===== src/rtl/alu_pkg.sv =====
// Shared opcode map, opcode classification helpers and controller state encoding.
// The WAKE state only exists when ALU_CLK_GATE_EN is defined.
package alu_pkg;

    localparam logic [3:0] OP_ADD  = 4'b0000;
    localparam logic [3:0] OP_SUB  = 4'b0001;
    localparam logic [3:0] OP_MUL  = 4'b0010;
    localparam logic [3:0] OP_DIV  = 4'b0011;
    localparam logic [3:0] OP_AND  = 4'b0100;
    localparam logic [3:0] OP_OR   = 4'b0101;
    localparam logic [3:0] OP_XOR  = 4'b0110;
    localparam logic [3:0] OP_NOT  = 4'b0111;
    localparam logic [3:0] OP_NAND = 4'b1000;
    localparam logic [3:0] OP_NOR  = 4'b1001;
    localparam logic [3:0] OP_SHL  = 4'b1010;
    localparam logic [3:0] OP_SHR  = 4'b1011;
    localparam logic [3:0] OP_ROL  = 4'b1100;
    localparam logic [3:0] OP_ROR  = 4'b1101;

    // MUL/DIV finish on alu_valid; everything else has a fixed latency.
    function automatic logic is_multicycle(input logic [3:0] op);
        return (op == OP_MUL) || (op == OP_DIV);
    endfunction

    // 4'hE and 4'hF are unassigned and never reach the ALU.
    function automatic logic is_illegal(input logic [3:0] op);
        return (op == 4'hE) || (op == 4'hF);
    endfunction

    typedef enum logic [2:0] {
        StIdle  = 3'd0,
`ifdef ALU_CLK_GATE_EN
        StWake  = 3'd1,
`endif
        StIssue = 3'd2,
        StWait  = 3'd3,
        StResp  = 3'd4
    } ctrl_state_e;

endpackage


===== src/rtl/rr_arb2.sv =====
// Two-requester round-robin grant. On a tie the requester that did not win last
// time is granted; last_grant resets to 1 so requester 0 wins the first tie.
module rr_arb2 (
    input  logic clk,
    input  logic rst,
    input  logic en,
    input  logic req0,
    input  logic req1,
    output logic gnt0,
    output logic gnt1,
    output logic gnt_any,
    output logic gnt_id
);

    logic last_grant_q;

    // Grant decode; a grant is only issued while en is high.
    always_comb begin
        gnt_id  = (req0 && req1) ? ~last_grant_q : req1;
        gnt_any = en && (req0 || req1);
        gnt0    = gnt_any && !gnt_id;
        gnt1    = gnt_any && gnt_id;
    end

    // Remember the winner of each accepted grant.
    always_ff @(posedge clk or negedge rst) begin
        if (!rst) begin
            last_grant_q <= 1'b1;
        end else if (gnt_any) begin
            last_grant_q <= gnt_id;
        end
    end

endmodule


===== src/rtl/alu_req_arbiter.sv =====
// Shares one ALU between two requesters: round-robin accept, issue a start pulse,
// wait a fixed latency (or alu_valid for MUL/DIV, bounded by TIMEOUT), then return
// the result tagged with the requester id. Define ALU_CLK_GATE_EN to gate the ALU
// clock (alu_en) whenever no operation is in flight; otherwise alu_en is tied high.
module alu_req_arbiter #(
    parameter int unsigned FIX_LAT = 2,
    parameter int unsigned TIMEOUT = 64
) (
    input  logic        clk,
    input  logic        rst,
    input  logic        req0_valid,
    output logic        req0_ready,
    input  logic [3:0]  req0_op,
    input  logic [15:0] req0_a,
    input  logic [15:0] req0_b,
    input  logic        req1_valid,
    output logic        req1_ready,
    input  logic [3:0]  req1_op,
    input  logic [15:0] req1_a,
    input  logic [15:0] req1_b,
    output logic        rsp_valid,
    input  logic        rsp_ready,
    output logic        rsp_id,
    output logic [15:0] rsp_z_high,
    output logic [15:0] rsp_z_low,
    output logic        rsp_err,
    output logic        alu_en,
    output logic        alu_start,
    output logic [3:0]  alu_op,
    output logic [15:0] alu_a,
    output logic [15:0] alu_b,
    input  logic [15:0] alu_z_high,
    input  logic [15:0] alu_z_low,
    input  logic        alu_valid,
    output logic        busy
);

    import alu_pkg::*;

    localparam int unsigned CntMax = (TIMEOUT > FIX_LAT) ? TIMEOUT : FIX_LAT;
    localparam int unsigned CntW   = $clog2(CntMax + 1);

    ctrl_state_e      state_q, state_d;
    logic [CntW-1:0]  cnt_q;
    logic [3:0]       op_q;
    logic [15:0]      a_q, b_q;
    logic             id_q, err_q;
    logic [15:0]      zh_q, zl_q;

    logic             gnt_any, gnt_id;
    logic [3:0]       sel_op;
    logic [15:0]      sel_a, sel_b;
    logic             accept, capture, cap_err;

    rr_arb2 u_arb (
        .clk     (clk),
        .rst     (rst),
        .en      (state_q == StIdle),
        .req0    (req0_valid),
        .req1    (req1_valid),
        .gnt0    (req0_ready),
        .gnt1    (req1_ready),
        .gnt_any (gnt_any),
        .gnt_id  (gnt_id)
    );

    assign sel_op = gnt_id ? req1_op : req0_op;
    assign sel_a  = gnt_id ? req1_a  : req0_a;
    assign sel_b  = gnt_id ? req1_b  : req0_b;

    // Next-state decode plus the start pulse and capture strobes.
    always_comb begin
        state_d   = state_q;
        accept    = 1'b0;
        capture   = 1'b0;
        cap_err   = 1'b0;
        alu_start = 1'b0;
        unique case (state_q)
            StIdle: begin
                if (gnt_any) begin
                    accept = 1'b1;
                    if (is_illegal(sel_op)) begin
                        state_d = StResp;
                    end else begin
`ifdef ALU_CLK_GATE_EN
                        state_d = StWake;
`else
                        state_d = StIssue;
`endif
                    end
                end
            end
`ifdef ALU_CLK_GATE_EN
            StWake: state_d = StIssue;
`endif
            StIssue: begin
                alu_start = 1'b1;
                state_d   = StWait;
            end
            StWait: begin
                if (is_multicycle(op_q)) begin
                    // A late alu_valid on the timeout cycle still wins.
                    if (alu_valid) begin
                        capture = 1'b1;
                    end else if (cnt_q == CntW'(TIMEOUT - 1)) begin
                        capture = 1'b1;
                        cap_err = 1'b1;
                    end
                end else if (cnt_q == CntW'(FIX_LAT - 1)) begin
                    capture = 1'b1;
                end
                if (capture) state_d = StResp;
            end
            StResp: begin
                if (rsp_ready) state_d = StIdle;
            end
            default: state_d = StIdle;
        endcase
    end

    // Controller state register.
    always_ff @(posedge clk or negedge rst) begin
        if (!rst) state_q <= StIdle;
        else      state_q <= state_d;
    end

    // Request latch, wait counter and response registers.
    always_ff @(posedge clk or negedge rst) begin
        if (!rst) begin
            op_q  <= 4'h0;
            a_q   <= 16'h0;
            b_q   <= 16'h0;
            id_q  <= 1'b0;
            err_q <= 1'b0;
            zh_q  <= 16'h0;
            zl_q  <= 16'h0;
            cnt_q <= '0;
        end else begin
            if (accept) begin
                id_q <= gnt_id;
                if (is_illegal(sel_op)) begin
                    // ALU operand registers are left untouched.
                    err_q <= 1'b1;
                    zh_q  <= 16'h0;
                    zl_q  <= 16'h0;
                end else begin
                    op_q <= sel_op;
                    a_q  <= sel_a;
                    b_q  <= sel_b;
                end
            end
            if (state_q == StIssue) begin
                cnt_q <= '0;
            end else if (state_q == StWait) begin
                cnt_q <= cnt_q + 1'b1;
            end
            if (capture) begin
                err_q <= cap_err;
                zh_q  <= cap_err ? 16'h0 : alu_z_high;
                zl_q  <= cap_err ? 16'h0 : alu_z_low;
            end
        end
    end

    assign alu_op     = op_q;
    assign alu_a      = a_q;
    assign alu_b      = b_q;
    assign rsp_valid  = (state_q == StResp);
    assign rsp_id     = id_q;
    assign rsp_err    = err_q;
    assign rsp_z_high = zh_q;
    assign rsp_z_low  = zl_q;
    assign busy       = (state_q != StIdle);

`ifdef ALU_CLK_GATE_EN
    assign alu_en = (state_q == StWake) || (state_q == StIssue) || (state_q == StWait);
`else
    assign alu_en = 1'b1;
`endif

endmodule


===== config.mk =====
export PLATFORM = sky130hd
export DESIGN_NAME = alu_req_arbiter
export DESIGN_NICKNAME = d
export VERILOG_FILES = /design/src/rtl/alu_pkg.sv /design/src/rtl/rr_arb2.sv /design/src/rtl/alu_req_arbiter.sv
export SDC_FILE = /design/constraint.sdc
export NUM_CORES = 1
export LEC_CHECK = 0
export ABC_AREA = 1
export CAP_MARGIN = 10
export CORE_MARGIN = 2
export CORE_UTILIZATION = 44
export DETAILED_ROUTE_END_ITERATION = 6
export GPL_ROUTABILITY_DRIVEN = 0
export PLACE_DENSITY = 0.95
export SYNTH_ARGS = -nofsm -noshare
export SYNTH_HDL_FRONTEND = slang
export SYNTH_SLANG_ARGS = --single-unit
export TNS_END_PERCENT = 20

===== constraint.sdc =====
create_clock -name clk -period 2.49 [get_ports clk]
set_input_delay 0.498 -clock clk [delete_from_list [all_inputs] [get_ports clk]]
set_output_delay 0.498 -clock clk [all_outputs]
set_load 0.005 [all_outputs]

==> metrics.csv <==
metric,value,unit
status,"finished, final reports clean",
post-dp-hpwl,8.295,mm
finClkSkew,0.007729,ns
synth_adder_area_share,0.6517,%
grt_start_max_net_pins,46,
synth_top_family_by_area,simple AND/OR/NAND/NOR gates,
fin_crit,2.397,ns
synth_mux_area_share,8.602,%
die_y,97.42,um
netlist_instances,410,
ctsRootBufferMaster,clkbuf_8,
hold_buffers,0,
htreeDepth,3,
dr.first_iter.drc_count,175,
synth-warning-count,0,
ir_drop,499.5,uV
totalWireLength,10.98,mm
fin_util,70.30,%
clock_latency,0.34,ns
syn_to_final_growth,57.31,%
diodes,0,
path_buf_inv,3,
finalSetupTns,0,ns
clk_pin_slew,0.08,ns
num_vias,3628,
synth_seq_area_share,52.82,%
setup_viol,0,
yosysTopAreaCellShare,52.13,%
cp_slowest_cell,clkdlybuf4s50_1,
grt_usage,23.60,%
min_path_type,input pin to async pin,
synth_seq_cells,81,
first_pass_iters,4,
critPathMostFrequentCell,clkdlybuf4s50_1,
leakage,2.834,nW
yosys.area_share.simple,26.13,%
r2r_slack,0.46,ns
drive_above_1_share,9.699,%
synthXorXnorAreaFrac,0.2281,%
timing.fmax,0.4173,GHz
fin_crit_sh,96.25,%
die_w,97.42,um
yosysTopAreaCell,dfrtp_1,
syn_area,0.003840,mm2
cts_buffer_depth,2,
grt_pass1_vias,3710,
crit_fanout,4,
synth_compound_area_share,6.484,%
wire_per_inst,15.55,um
grt_setup_unrepaired,no,
arrival,1.90,ns
powerDensity,1037,mW/mm2
final_common_cell,clkdlybuf4s50_1,
core,0.008593,mm2
fillers,634,
crit_path_cell_trace,clkdlybuf4s50_1 > buf_4 > nand2_4 > nor2_2 > clkdlybuf4s50_1,
cts_sinks,81,
slowest_delay,0.54,ns
port_buffers,184,
syn_nets,522,
drv_slew,0,
mostFrequentLayoutCells,"182 x clkdlybuf4s50_1, 96 x nand2_1, 80 x dfrtp_1, 78 x nand3_1, 33 x mux2i_1",
cts_buffers,9,
dieArea,0.009491,mm2
synth.top_cells.by_area,"dfrtp_1 52%, nand3_1 10%, nand2_1 9.4%",
via_per_inst,5.139,
maxCapViolations,0,
start_util,44.69,%
syn_avg_cell_area,9.366,um2
ant_nets,0,
grt-ovfl-total,0,
cp_data_required_time,1.99,ns
drc_errors,0,
cp-end-kind,output pin,
row_count,34,
critPathKind,input pin to output pin,
hold_viol_final,0,
antenna_found_initial,0,
startpoint_type,input pin,
synthDistinctLibCells,29,
crit_family,buffers and inverters,
grt_first_pass_wirelength,18.17,mm
postCtsSetupBuffers,0,
cts_tree,built,
nNetsFinal,705,
ios,186,
==> timing repair <==
item | 4_1_cts | 5_1_grt
resized for setup | 0 | 2
endpoints found under the setup margin | 0 | 2
endpoints found under the hold margin | 0 | 0
==> layout make-up <==
type / count / area, um2 / area share (%)
Sequential cell: 81 / 2028 / 33.58
Tap cell: 108 / 135.1 / 2.237
Multi-Input combinational cell: 292 / 1623 / 26.86
Inverter: 13 / 48.80 / 0.8078
Clock inverter: 5 / 80.08 / 1.326
Timing Repair Buffer: 196 / 1994 / 33.02
Clock buffer: 11 / 131.4 / 2.175
==> where the power goes <==
| group | switching [W] | total (W) | internal (W) |
|---|---|---|---|
| clock | 0.000466 | 0.00103 | 0.000564 |
| sequential | 0.000336 | 0.00221 | 0.00188 |
| combinational | 0.00140 | 0.00303 | 0.00162 |
| total | 0.00221 | 0.00627 | 0.00406 |
==> per-layer routing <==
layer	GRT usage (%)	vias to the layer above	wire length, um
li1	-	1738	-
met1	27.66	1715	4235
met2	41.80	164	5654
met3	6.835	11	979
met4	7.265	0	106
met5	0	-	0
==> logic make-up after synthesis <==
logic type,count (synthesis)
flip-flops,81
multiplexers,33
other,1
XOR/XNOR,1
adder cells (fa/ha/maj),2
buffers and inverters,37
AO/OA/AOI/OAI,42
AND/OR/NAND/NOR,213
==> registers in the layout, summed over array words and instances, names as in the netlist <==
register / flops
alu_a: 16
alu_b: 16
rsp_z_high: 16
rsp_z_low: 16
cnt_q: 7
alu_op: 4
state_q: 3
rsp_err: 1
rsp_id: 1
u_arb.last_grant_q: 1
==> Yosys cell counts (all sizes together) <==
cell / n
o22ai: 1
nand2: 107
dfstp: 1
nor2: 20
a21oi: 4
nand3: 80
nand4: 1
ha: 2
xor2: 1
dfrtp: 80
clkbuf: 3
nand3b: 2
mux2i: 33
o21ai: 37
nor3: 3
conb: 1
inv: 13
buf: 21
==> metrics by stage <==
stage                     instances  area, um2  hold slack (ns)  total power (W)  worst slack (ns)
final                           706       6041           0.1153         0.006267           0.09337
after CTS                       706       6036           0.1135         0.006335           0.01546
after global routing            706       6041           0.1349         0.006719           0.03225
after detailed placement        690       5824           0.4623         0.005276          -0.02315
after floorplan                 410       3840           0.2024         0.003599            0.8210
after global placement          690       5824           0.4587         0.005122           0.09314
==> worst paths after layout <==
kind                                          from  depth (start not counted)                  to
worst max-delay path                    req1_valid                          5          req1_ready
worst min-delay path                           rst                          1       rsp_z_low[12]
worst max register to register  u_arb.last_grant_q                         10            alu_a[2]
worst min register to register              rsp_id                          2              rsp_id
max in group asynchronous                      rst                          2  u_arb.last_grant_q
min in group clk                            rsp_id                          2              rsp_id
No activity file was read; power rests on OpenSTA's default activity.
